**config.mk**
```make
export PLATFORM = sky130hd
export DESIGN_NAME = hazard_control_unit
export DESIGN_NICKNAME = d
export VERILOG_FILES = /design/src/rtl/hazard_pkg.sv /design/src/rtl/muldiv_busy_tracker.sv /design/src/rtl/hazard_control_unit.sv
export SDC_FILE = /design/constraint.sdc
export NUM_CORES = 1
export LEC_CHECK = 0
export CAP_MARGIN = 20
export CORE_MARGIN = 5
export CORE_UTILIZATION = 48
export DETAILED_ROUTE_END_ITERATION = 10
export PLACE_DENSITY_LB_ADDON = 0.25
export SLEW_MARGIN = 15
export SYNTH_ARGS = -nofsm -noshare
export SYNTH_HDL_FRONTEND = slang
export SYNTH_SLANG_ARGS = --single-unit
export TNS_END_PERCENT = 10
```
**constraint.sdc**
```tcl
create_clock -name clk -period 2.46 [get_ports clk]
set_input_delay 0.492 -clock clk [delete_from_list [all_inputs] [get_ports clk]]
set_output_delay 0.492 -clock clk [all_outputs]
set_load 0.01 [all_outputs]
```
**src/rtl/hazard_pkg.sv**
```systemverilog
// Shared definitions for the pipeline hazard sequencer: FSM encoding and default latencies.
package hazard_pkg;

  typedef enum logic {
    RUN      = 1'b0,
    MEM_WAIT = 1'b1
  } hz_state_e;

  localparam int DEF_MULT_LAT    = 4;
  localparam int DEF_DIV_LAT     = 32;
  localparam int DEF_MEM_TIMEOUT = 255;
  localparam int DEF_CNT_W       = 16;

endpackage

```
**src/rtl/muldiv_busy_tracker.sv**
```systemverilog
// Counts down the remaining latency of the multi-cycle mult/div unit; busy while HI/LO is pending.
module muldiv_busy_tracker
  import hazard_pkg::*;
#(
  parameter int MULT_LAT = DEF_MULT_LAT,
  parameter int DIV_LAT  = DEF_DIV_LAT
) (
  input  logic clk,
  input  logic rst_n,
  input  logic start_i,
  input  logic is_div_i,
  input  logic advance_i,
  output logic busy_o
);

  localparam int MAX_LAT = (DIV_LAT > MULT_LAT) ? DIV_LAT : MULT_LAT;
  localparam int MD_W    = $clog2(MAX_LAT + 1);

  logic [MD_W-1:0] md_cnt_q, md_cnt_d;

  // A start only counts when the EX/MEM register actually captures it; a start
  // arriving on the last pending cycle simply reloads.
  always_comb begin
    md_cnt_d = md_cnt_q;
    if (start_i && advance_i) begin
      md_cnt_d = is_div_i ? MD_W'(DIV_LAT) : MD_W'(MULT_LAT);
    end else if (md_cnt_q != '0) begin
      md_cnt_d = md_cnt_q - 1'b1;
    end
  end

  always_ff @(posedge clk or negedge rst_n) begin
    if (!rst_n) begin
      md_cnt_q <= '0;
    end else begin
      md_cnt_q <= md_cnt_d;
    end
  end

  assign busy_o = (md_cnt_q != '0);

endmodule

```
**src/rtl/hazard_control_unit.sv**
```systemverilog
// Per-cycle advance/stall/flush decisions for the 5-stage pipeline, plus stall
// statistics and a sticky data-memory timeout flag.
module hazard_control_unit
  import hazard_pkg::*;
#(
  parameter int MULT_LAT    = DEF_MULT_LAT,
  parameter int DIV_LAT     = DEF_DIV_LAT,
  parameter int MEM_TIMEOUT = DEF_MEM_TIMEOUT,
  parameter int CNT_W       = DEF_CNT_W
) (
  input  logic             clk,
  input  logic             rst_n,
  input  logic             IdExMemRead,
  input  logic [4:0]       IdExRt,
  input  logic [4:0]       IfIdRs,
  input  logic [4:0]       IfIdRt,
  input  logic             IfIdUsesRt,
  input  logic             IfIdHiLoUse,
  input  logic             ExMulDivStart,
  input  logic             ExIsDiv,
  input  logic             ExBranchTaken,
  input  logic             ExMemMemAccess,
  input  logic             DmemReady,
  output logic             PcWrite,
  output logic             IfIdWrite,
  output logic             IdExWrite,
  output logic             ExMemWrite,
  output logic             IfIdFlush,
  output logic             IdExBubble,
  output logic             MemWbBubble,
  output logic             MulDivBusy,
  output logic [CNT_W-1:0] StallCount,
  output logic             MemTimeout
);

  localparam int WAIT_W = $clog2(MEM_TIMEOUT + 1);

  hz_state_e         state_q, state_d;
  logic [WAIT_W-1:0] wait_cnt_q, wait_cnt_d;
  logic [CNT_W-1:0]  stall_cnt_q, stall_cnt_d;
  logic              mem_timeout_q, mem_timeout_d;
  logic              freeze, load_use, hilo_hazard;

  muldiv_busy_tracker #(
    .MULT_LAT (MULT_LAT),
    .DIV_LAT  (DIV_LAT)
  ) u_muldiv (
    .clk       (clk),
    .rst_n     (rst_n),
    .start_i   (ExMulDivStart),
    .is_div_i  (ExIsDiv),
    .advance_i (ExMemWrite),
    .busy_o    (MulDivBusy)
  );

  assign freeze      = ExMemMemAccess && !DmemReady;
  assign load_use    = IdExMemRead && (IdExRt != 5'd0) &&
                       ((IdExRt == IfIdRs) || (IfIdUsesRt && (IdExRt == IfIdRt)));
  assign hilo_hazard = IfIdHiLoUse && (MulDivBusy || ExMulDivStart);

  // Pipeline control: freeze beats flush beats stall; reset holds everything flushed.
  always_comb begin
    PcWrite     = 1'b1;
    IfIdWrite   = 1'b1;
    IdExWrite   = 1'b1;
    ExMemWrite  = 1'b1;
    IfIdFlush   = 1'b0;
    IdExBubble  = 1'b0;
    MemWbBubble = 1'b0;
    if (!rst_n) begin
      PcWrite     = 1'b0;
      IfIdWrite   = 1'b0;
      IdExWrite   = 1'b0;
      ExMemWrite  = 1'b0;
      IfIdFlush   = 1'b1;
      IdExBubble  = 1'b1;
      MemWbBubble = 1'b1;
    end else if (freeze) begin
      PcWrite     = 1'b0;
      IfIdWrite   = 1'b0;
      IdExWrite   = 1'b0;
      ExMemWrite  = 1'b0;
      MemWbBubble = 1'b1;
    end else if (ExBranchTaken) begin
      IfIdFlush   = 1'b1;
      IdExBubble  = 1'b1;
    end else if (load_use || hilo_hazard) begin
      PcWrite     = 1'b0;
      IfIdWrite   = 1'b0;
      IdExBubble  = 1'b1;
    end
  end

  always_comb begin
    state_d       = state_q;
    wait_cnt_d    = '0;
    mem_timeout_d = mem_timeout_q;
    stall_cnt_d   = stall_cnt_q;
    if (freeze) begin
      state_d = MEM_WAIT;
    end else if ((state_q == MEM_WAIT) && DmemReady) begin
      state_d = RUN;
    end
    if (state_q == MEM_WAIT) begin
      wait_cnt_d = (wait_cnt_q == '1) ? wait_cnt_q : wait_cnt_q + 1'b1;
      if (wait_cnt_d == WAIT_W'(MEM_TIMEOUT)) begin
        mem_timeout_d = 1'b1;
      end
    end
    if (!PcWrite && (stall_cnt_q != '1)) begin
      stall_cnt_d = stall_cnt_q + 1'b1;
    end
  end

  always_ff @(posedge clk or negedge rst_n) begin
    if (!rst_n) begin
      state_q       <= RUN;
      wait_cnt_q    <= '0;
      stall_cnt_q   <= '0;
      mem_timeout_q <= 1'b0;
    end else begin
      state_q       <= state_d;
      wait_cnt_q    <= wait_cnt_d;
      stall_cnt_q   <= stall_cnt_d;
      mem_timeout_q <= mem_timeout_d;
    end
  end

  assign StallCount = stall_cnt_q;
  assign MemTimeout = mem_timeout_q;

endmodule

```
==> results.tsv, run 1 <==
stage	metric	value	unit
drt	DR vias	1664	
synthesis	Synth Area in Compound Gates	9.636	%
drt	DRC	0	
cts	Reg clk slew, reported paths	0.07	ns
cts	H-Tree Depth	2	
critical_path	RR Startpoint	u_muldiv.md_cnt_q[1]$_DFFE_PN0P_	
global_routing	largest net degree at the start of global routing	27	
timing	worst setup margin	-0.1185	ns
synthesis	most common cell in the netlist	dfrtp_1	
critical_path	Critical Path Source Type	flop	
global_routing	initial antenna violation count	0	
power_and_ir_drop	Lkg Pwr	0.001277	µW
drt	final WL	4895	µm
critical_path	crit path launch	u_muldiv.md_cnt_q[1]$_DFFE_PN0P_	
synthesis	xor and xnor area share after synthesis	15.03	%
job	Max-Cap Viols	0	
timing	worst slew pin tran	0.4899	ns
drt	detailed-router iteration count before antenna repair	6	
die	Die Area	5212	µm²
global_routing	vias in the first global route	1675	
die	Core Area	3716	µm²
synthesis	largest family of logic cells by synthesized area	simple AND/OR/NAND/NOR gates	
synthesis	syn avg cell area	9.983	µm²
cells_and_area	number of diodes	0	
power_and_ir_drop	pwr dens	743.8	nW/µm²
timing	Final Hold Viols	0	
die	Row Count	22	
power_and_ir_drop	Power Total	2095	µW
die	Die W	72.20	µm
synthesis	syn_nets	215	
synthesis	Synth top area share	43.13	%
synthesis	Adder-Cell Fraction of Synth Area	2.695	%
cts	clock buffer depth	2	
synthesis	Post-Synth Simple-Gate Area	23.52	%
cells_and_area	Layout fillers	257	
die	IO Pins	50	
global_routing	gr ovfl total	0	
run_status	status	finished, violations left	
cells_and_area	layout cell share with drive strength beyond 1	25.56	%
critical_path	R2R depth	10	
synthesis	Post-Syn Instances	186	
synthesis	Mapped Area	1857	µm²
critical_path	Setup CP Type	flop to output port	
timing	Max-Slew Margin vs Limit	67.27	%
synthesis	Synth top cells by count	dfrtp_1 (32), xnor2_1 (18), nand2_1 (17)	
cts	Sink Count	32	
cts	total CTS buffers	5	
global_routing	first-pass GRT wire length	8059	µm
synthesis	FF+latch count, synth	32	
cts	Clock Latency Late Sink	0.28	ns
timing	fin crit share	104.8	%
critical_path	Critical Path AT	2.09	ns
critical_path	CP Max Fanout	2	
timing	RSZ-0062 raised after global routing	yes	
power_and_ir_drop	VDD IR max	0.0005489	V
critical_path	Req. time, crit path	1.97	ns
global_routing	Total GRT Usage	19.86	%
synthesis	top cells by area, synth	dfrtp_1 (43%), xnor2_1 (8.5%), xor2_1 (5.7%)	
synthesis	Yosys Warn Count	0	
synthesis	mux share of post-synthesis cell area	2.291	%
critical_path	Setup crit end	IdExBubble	
placed_design	Inst Count DP	302	
synthesis	Most used DFF post-synth	dfrtp_1	
run_status	violated checks	setup timing	
cts	CTS Root Cell	clkbuf_8	
timing	Max Fclk	0.3878	GHz
critical_path	Reg2Reg Setup Slack	0.12	ns
cells_and_area	Nets	298	
cts	number of hold buffers added after CTS	0	
critical_path	nature of the critical path endpoint	output port	
timing	Final Max Tran Viols	0	
timing	setup TNS	-0.3057	ns
cells_and_area	Layout Utilization	75.79	%
cells_and_area	Area growth syn-to-layout	51.68	%
worst_hold_path	Min-Delay Path Class	flop to flop	
drt	DR WL/cell	15.39	µm
drt	DR vias/cell	5.233	
synthesis	leading area contributor after synthesis	dfrtp_1	
placed_design	# port buffers	49	
drt	First DRT Iteration DRCs	106	
placed_design	HPWL Detailed	3423	µm
cells_and_area	Final Non-Filler Cells	318	
synthesis	Post-synth EDFFs	0	
die	Die H	72.20	µm
cts	CTS tree	yes	
placed_design	RD Place Congestion	0.8057	
critical_path	Critical R2R Capture	StallCount[1]$_DFFE_PN0P_	
die	initial core utilization	49.97	%
synthesis	post-synthesis async set-or-reset flop share	100.0	%
synthesis	sequential area share after synthesis	43.13	%
timing	Final Setup Violations	5	
timing	min Tclk post-route	2.579	ns
timing	Worst Skew	0.006607	ns
synthesis	count of different cell masters after synthesis	47	
cells_and_area	design area	2816	µm²
placed_design	Area after DPL	2549	µm²
drt	Antenna Nets Post-Route	0	
==> area by class of cell <==
class	count	area, µm²	area share (%)
Multi-Input combinational cell	142	1085	38.52
Sequential cell	32	800.8	28.43
Timing Repair Buffer	82	740.7	26.30
Clock buffer	6	72.57	2.577
Tap cell	48	60.06	2.132
Clock inverter	2	35.03	1.244
Inverter	6	22.52	0.7996
==> critical path: stages (launching register included) <==
cell and delay [ns]:
dfrtp_1 0.38, inv_1 0.08, ha_2 0.18, inv_2 0.05
o41ai_4 0.32, buf_4 0.17, o21ai_2 0.06, buf_4 0.13
buf_4 0.12, a21o_1 0.17, buf_2 0.14
==> flip-flops by register name, indices dropped and copies added (netlist names) <==
signal,flops
MemTimeout,1
u_muldiv.md_cnt_q,6
StallCount,16
state_q,1
wait_cnt_q,8
==> layout by cell type (no fill, tap or decap), types with 3 or more instances in the layout <==
cell type | Yosys | layout
dlymetal6s2s_1 | 0 | 4
o21bai_1 | 3 | 3
and3_1 | 6 | 6
xor2_2 | 0 | 4
clkdlybuf4s50_1 | 0 | 29
clkbuf_8 | 0 | 5
xnor2_1 | 18 | 18
ha_1 | 4 | 3
nor2_1 | 13 | 13
buf_6 | 0 | 4
dfrtp_1 | 32 | 32
xor2_1 | 12 | 8
nand3_1 | 9 | 8
dlygate4sd2_1 | 0 | 8
and2_1 | 3 | 3
nand4_1 | 8 | 8
inv_1 | 4 | 4
nand2b_1 | 4 | 4
nand2_1 | 17 | 17
buf_4 | 2 | 31
nand3_2 | 2 | 3
==> worst min-delay path by stage <==
stage | from | endpoint | slack (ns) | cells past startpoint
2_1_floorplan | rst_n | MemTimeout$_DFFE_PN0P_ | 0.20 | 0
3_3_place_gp | MemTimeout$_DFFE_PN0P_ | MemTimeout$_DFFE_PN0P_ | 0.45 | 1
3_5_place_dp | MemTimeout$_DFFE_PN0P_ | MemTimeout$_DFFE_PN0P_ | 0.46 | 1
4_1_cts | MemTimeout$_DFFE_PN0P_ | MemTimeout$_DFFE_PN0P_ | 0.47 | 1
5_1_grt | MemTimeout$_DFFE_PN0P_ | MemTimeout$_DFFE_PN0P_ | 0.49 | 1
6_report | MemTimeout$_DFFE_PN0P_ | MemTimeout$_DFFE_PN0P_ | 0.47 | 1
==> layer usage <==
layer,global-route usage (%),wire [µm]
met1,23.25,1969
met2,34.78,2663
met3,4.294,170
met4,8.559,91
met5,0,0
==> kinds of logic (layout without fill, tap and decap cells) <==
family / after synthesis / count (layout)
buf+inv: 12 / 96
fa+ha+maj: 4 / 4
xor+xnor: 31 / 31
flops: 32 / 32
simple gates: 77 / 77
compound gates: 26 / 26
mux: 4 / 4
==> power by group <==
group	switching (µW)	internal [µW]
Combinational	368	475
Clock	188	300
Sequential	123	640
Total	679	1420
==> through the flow <==
stage	hold WS, ns	worst slack (ns)
final	0.4686	-0.1185
after global routing	0.4916	-0.2414
after CTS	0.4711	-0.06490
after detailed placement	0.4570	-0.6431
after global placement	0.4516	-0.6178
after floorplan	0.1964	0.2073
==> what timing repair did <==
item,in CTS,in global routing
gates resized for setup,50,8
pin swaps,7,9
setup endpoints to repair,17,22
cloned,0,0
hold endpoints to repair,0,0
buffers inserted,5,3
No activity file was read; power rests on OpenSTA's default activity.
==> run 2: changes to the inputs <==
Settings changed: PLACE_DENSITY set to 0.79, PLACE_DENSITY_LB_ADDON 0.25 to unset, TNS_END_PERCENT 10 to 30.
==> results.tsv, run 2 (synthesized netlist as in run 1, its figures left out) <==
stage	metric	value	unit	change
die	Row Count	22		unchanged
cts	CTS tree	yes		unchanged
critical_path	Slowest cell on crit path	or3_4		was dfrtp_1
critical_path	crit path launch	u_muldiv.md_cnt_q[4]$_DFFE_PN0P_		was u_muldiv.md_cnt_q[1]$_DFFE_PN0P_
timing	worst setup margin	0.001887	ns	was -0.1185 ns
cells_and_area	commonest non-fill, non-tap cell in the layout	clkdlybuf4s50_1		was dfrtp_1
cells_and_area	Seq. cell area	800.8	µm²	unchanged
drt	DR WL/cell	14.70	µm	was 15.39 µm
placed_design	RD Place Congestion	0.9064		was 0.8057
timing	Final Hold Viols	0		unchanged
power_and_ir_drop	pwr dens	719.9	nW/µm²	was 743.8 nW/µm²
die	IO Pins	50		unchanged
placed_design	HPWL Detailed	3282	µm	was 3423 µm
cts	number of hold buffers added after CTS	0		unchanged
placed_design	Area after DPL	2526	µm²	was 2549 µm²
drt	final WL	4572	µm	was 4895 µm
critical_path	Req. time, crit path	1.97	ns	about the same
die	Die H	72.20	µm	unchanged
drt	DR vias/cell	5.190		was 5.233
cts	Clock Latency Late Sink	0.29	ns	was 0.28 ns
timing	setup TNS	0	ns	was -0.3057 ns
cells_and_area	Layout fillers	270		was 257
drt	DRC	0		unchanged
timing	hold slack final	0.4883	ns	was 0.4686 ns
power_and_ir_drop	VDD IR max	0.0006191	V	was 0.0005489 V
worst_hold_path	HP Start	MemTimeout$_DFFE_PN0P_		unchanged
timing	RSZ-0062 raised after global routing	yes		unchanged
cells_and_area	max reg flops	16		unchanged
critical_path	CP Max Fanout	2		unchanged
timing	min Tclk post-route	2.458	ns	was 2.579 ns
cells_and_area	number of diodes	0		unchanged
timing	worst slew pin tran	0.4078	ns	was 0.4899 ns
cts	Sink Count	32		unchanged
global_routing	vias in the first global route	1673		was 1675
cells_and_area	layout cell share with drive strength beyond 1	22.43	%	was 25.56%
cells_and_area	Nets	291		was 298
power_and_ir_drop	Lkg Pwr	0.001227	µW	was 0.001277 µW
cells_and_area	multi-input logic area	1081	µm²	was 1085 µm²
cts	total CTS buffers	5		unchanged
critical_path	critical-path cell list	or3_4 > o41ai_4 > buf_4 > o21ai_2 > buf_4 > a21o_1 > buf_6		was inv_1 > ha_2 > inv_2 > o41ai_4 > buf_4 > o21ai_2 > buf_4 > buf_4 > a21o_1 > buf_2
cells_and_area	design area	2739	µm²	was 2816 µm²
timing	Max Fclk	0.4068	GHz	was 0.3878 GHz
timing	Worst Skew	0.008103	ns	was 0.006607 ns
drt	First DRT Iteration DRCs	77		was 106
die	Core Area	3716	µm²	unchanged
timing	Max-Slew Margin vs Limit	72.82	%	was 67.27%
drt	DR vias	1614		was 1664
placed_design	# port buffers	49		unchanged
critical_path	max incr delay on CP	0.41	ns	was 0.38 ns
die	Die W	72.20	µm	unchanged
timing	Final Max Tran Viols	0		unchanged
die	Die Area	5212	µm²	unchanged
global_routing	first-pass GRT wire length	7845	µm	was 8059 µm
worst_hold_path	Min-Delay Path Class	flop to flop		unchanged
job	Max-Cap Viols	0		unchanged
drt	Antenna Nets Post-Route	0		unchanged
cts	Reg clk slew, reported paths	0.07	ns	about the same
critical_path	Critical Path AT	1.97	ns	was 2.09 ns
critical_path	RR Startpoint	u_muldiv.md_cnt_q[4]$_DFFE_PN0P_		was u_muldiv.md_cnt_q[1]$_DFFE_PN0P_
global_routing	gr ovfl total	0		unchanged
critical_path	CP most frequent cell	buf_4		unchanged
critical_path	Setup CP Type	flop to output port		unchanged
timing	Final Setup Violations	0		was 5
critical_path	Critical Path Source Type	flop		unchanged
global_routing	initial antenna violation count	0		unchanged
cts	clock buffer depth	2		unchanged
run_status	status	completed		was finished, violations left
cts	CTS Root Cell	clkbuf_8		unchanged
drt	detailed-router iteration count before antenna repair	4		was 6
cells_and_area	Layout Utilization	73.70	%	was 75.79%
critical_path	nature of the critical path endpoint	output port		unchanged
timing	fin crit share	99.92	%	was 104.8%
placed_design	dpl ws	-0.7071	ns	was -0.6431 ns
cells_and_area	Area growth syn-to-layout	47.51	%	was 51.68%
global_routing	Total GRT Usage	19.24	%	was 19.86%
die	initial core utilization	49.97	%	unchanged
cells_and_area	most frequent cells in the layout	clkdlybuf4s50_1 (33), dfrtp_1 (32), buf_4 (23)		was dfrtp_1 (32), buf_4 (31), clkdlybuf4s50_1 (29)
cts	H-Tree Depth	2		unchanged
global_routing	largest net degree at the start of global routing	34		was 27
==> run 2: routing by layer <==
| metal | vias to the layer above | track usage, % | wire length [µm] |
|---|---|---|---|
| met5 | - | 0 | 0 |
| met4 | 0 | 5.846 | 80 |
| met3 | 8 | 5.125 | 187 |
| met2 | 30 | 32.46 | 2348 |
| met1 | 768 | 24.01 | 1956 |
| li1 | 808 | - | - |
==> run 2: area by class of cell <==
cell class                 count  area share [%]
clock buffer                   8           3.289
sequential                    32           29.24
tap                           48           2.193
timing repair buffer          74           24.99
multi-input combinational    143           39.47
inverter                       6          0.8223
==> run 2: timing repair <==
action                     4_1_cts  5_1_grt
pin swaps                        8        8
buffers inserted                 4        0
resized for setup               42       15
setup endpoints to repair       19       19
cloned                           1        0
==> run 2: worst paths after layout <==
path                       cells after the start  slack (ns)                                to
min in group asynchronous                      3        0.80  u_muldiv.md_cnt_q[1]$_DFFE_PN0P_
setup / recovery                               7       0.002                        IdExBubble
hold reg to reg                                1        0.49            MemTimeout$_DFFE_PN0P_
setup reg to reg                               8        0.33         StallCount[0]$_DFFE_PN0P_
max in group asynchronous                      3        1.37        StallCount[13]$_DFFE_PN0P_
hold / removal                                 1        0.49            MemTimeout$_DFFE_PN0P_
==> run 2: per-stage QoR <==
step	power, µW	cells
final	1972	311
after global routing	2114	311
after CTS	1956	312
after detailed placement	1498	299
after global placement	1486	299
after floorplan	1111	186
==> run 2: report_power, final <==
| part | total (µW) | switching (µW) | internal, µW |
|---|---|---|---|
| clock | 415 | 188 | 228 |
| combinational | 797 | 339 | 457 |
| sequential | 759 | 119 | 640 |
| total | 1970 | 646 | 1330 |
==> run 2: worst max-delay path: cells and delay by family, from the launching register on <==
| family | cells | cell delay (ns) |
|---|---|---|
| compound gates | 3 | 0.46 |
| buf+inv | 3 | 0.42 |
| simple gates | 1 | 0.41 |
| flops | 1 | 0.38 |
==> run 3: changes to the inputs <==
Settings changed: ABC_AREA set to 0.
==> results of run 3 <==
The final DEF is identical to that of run 2; final timing and power are the same.
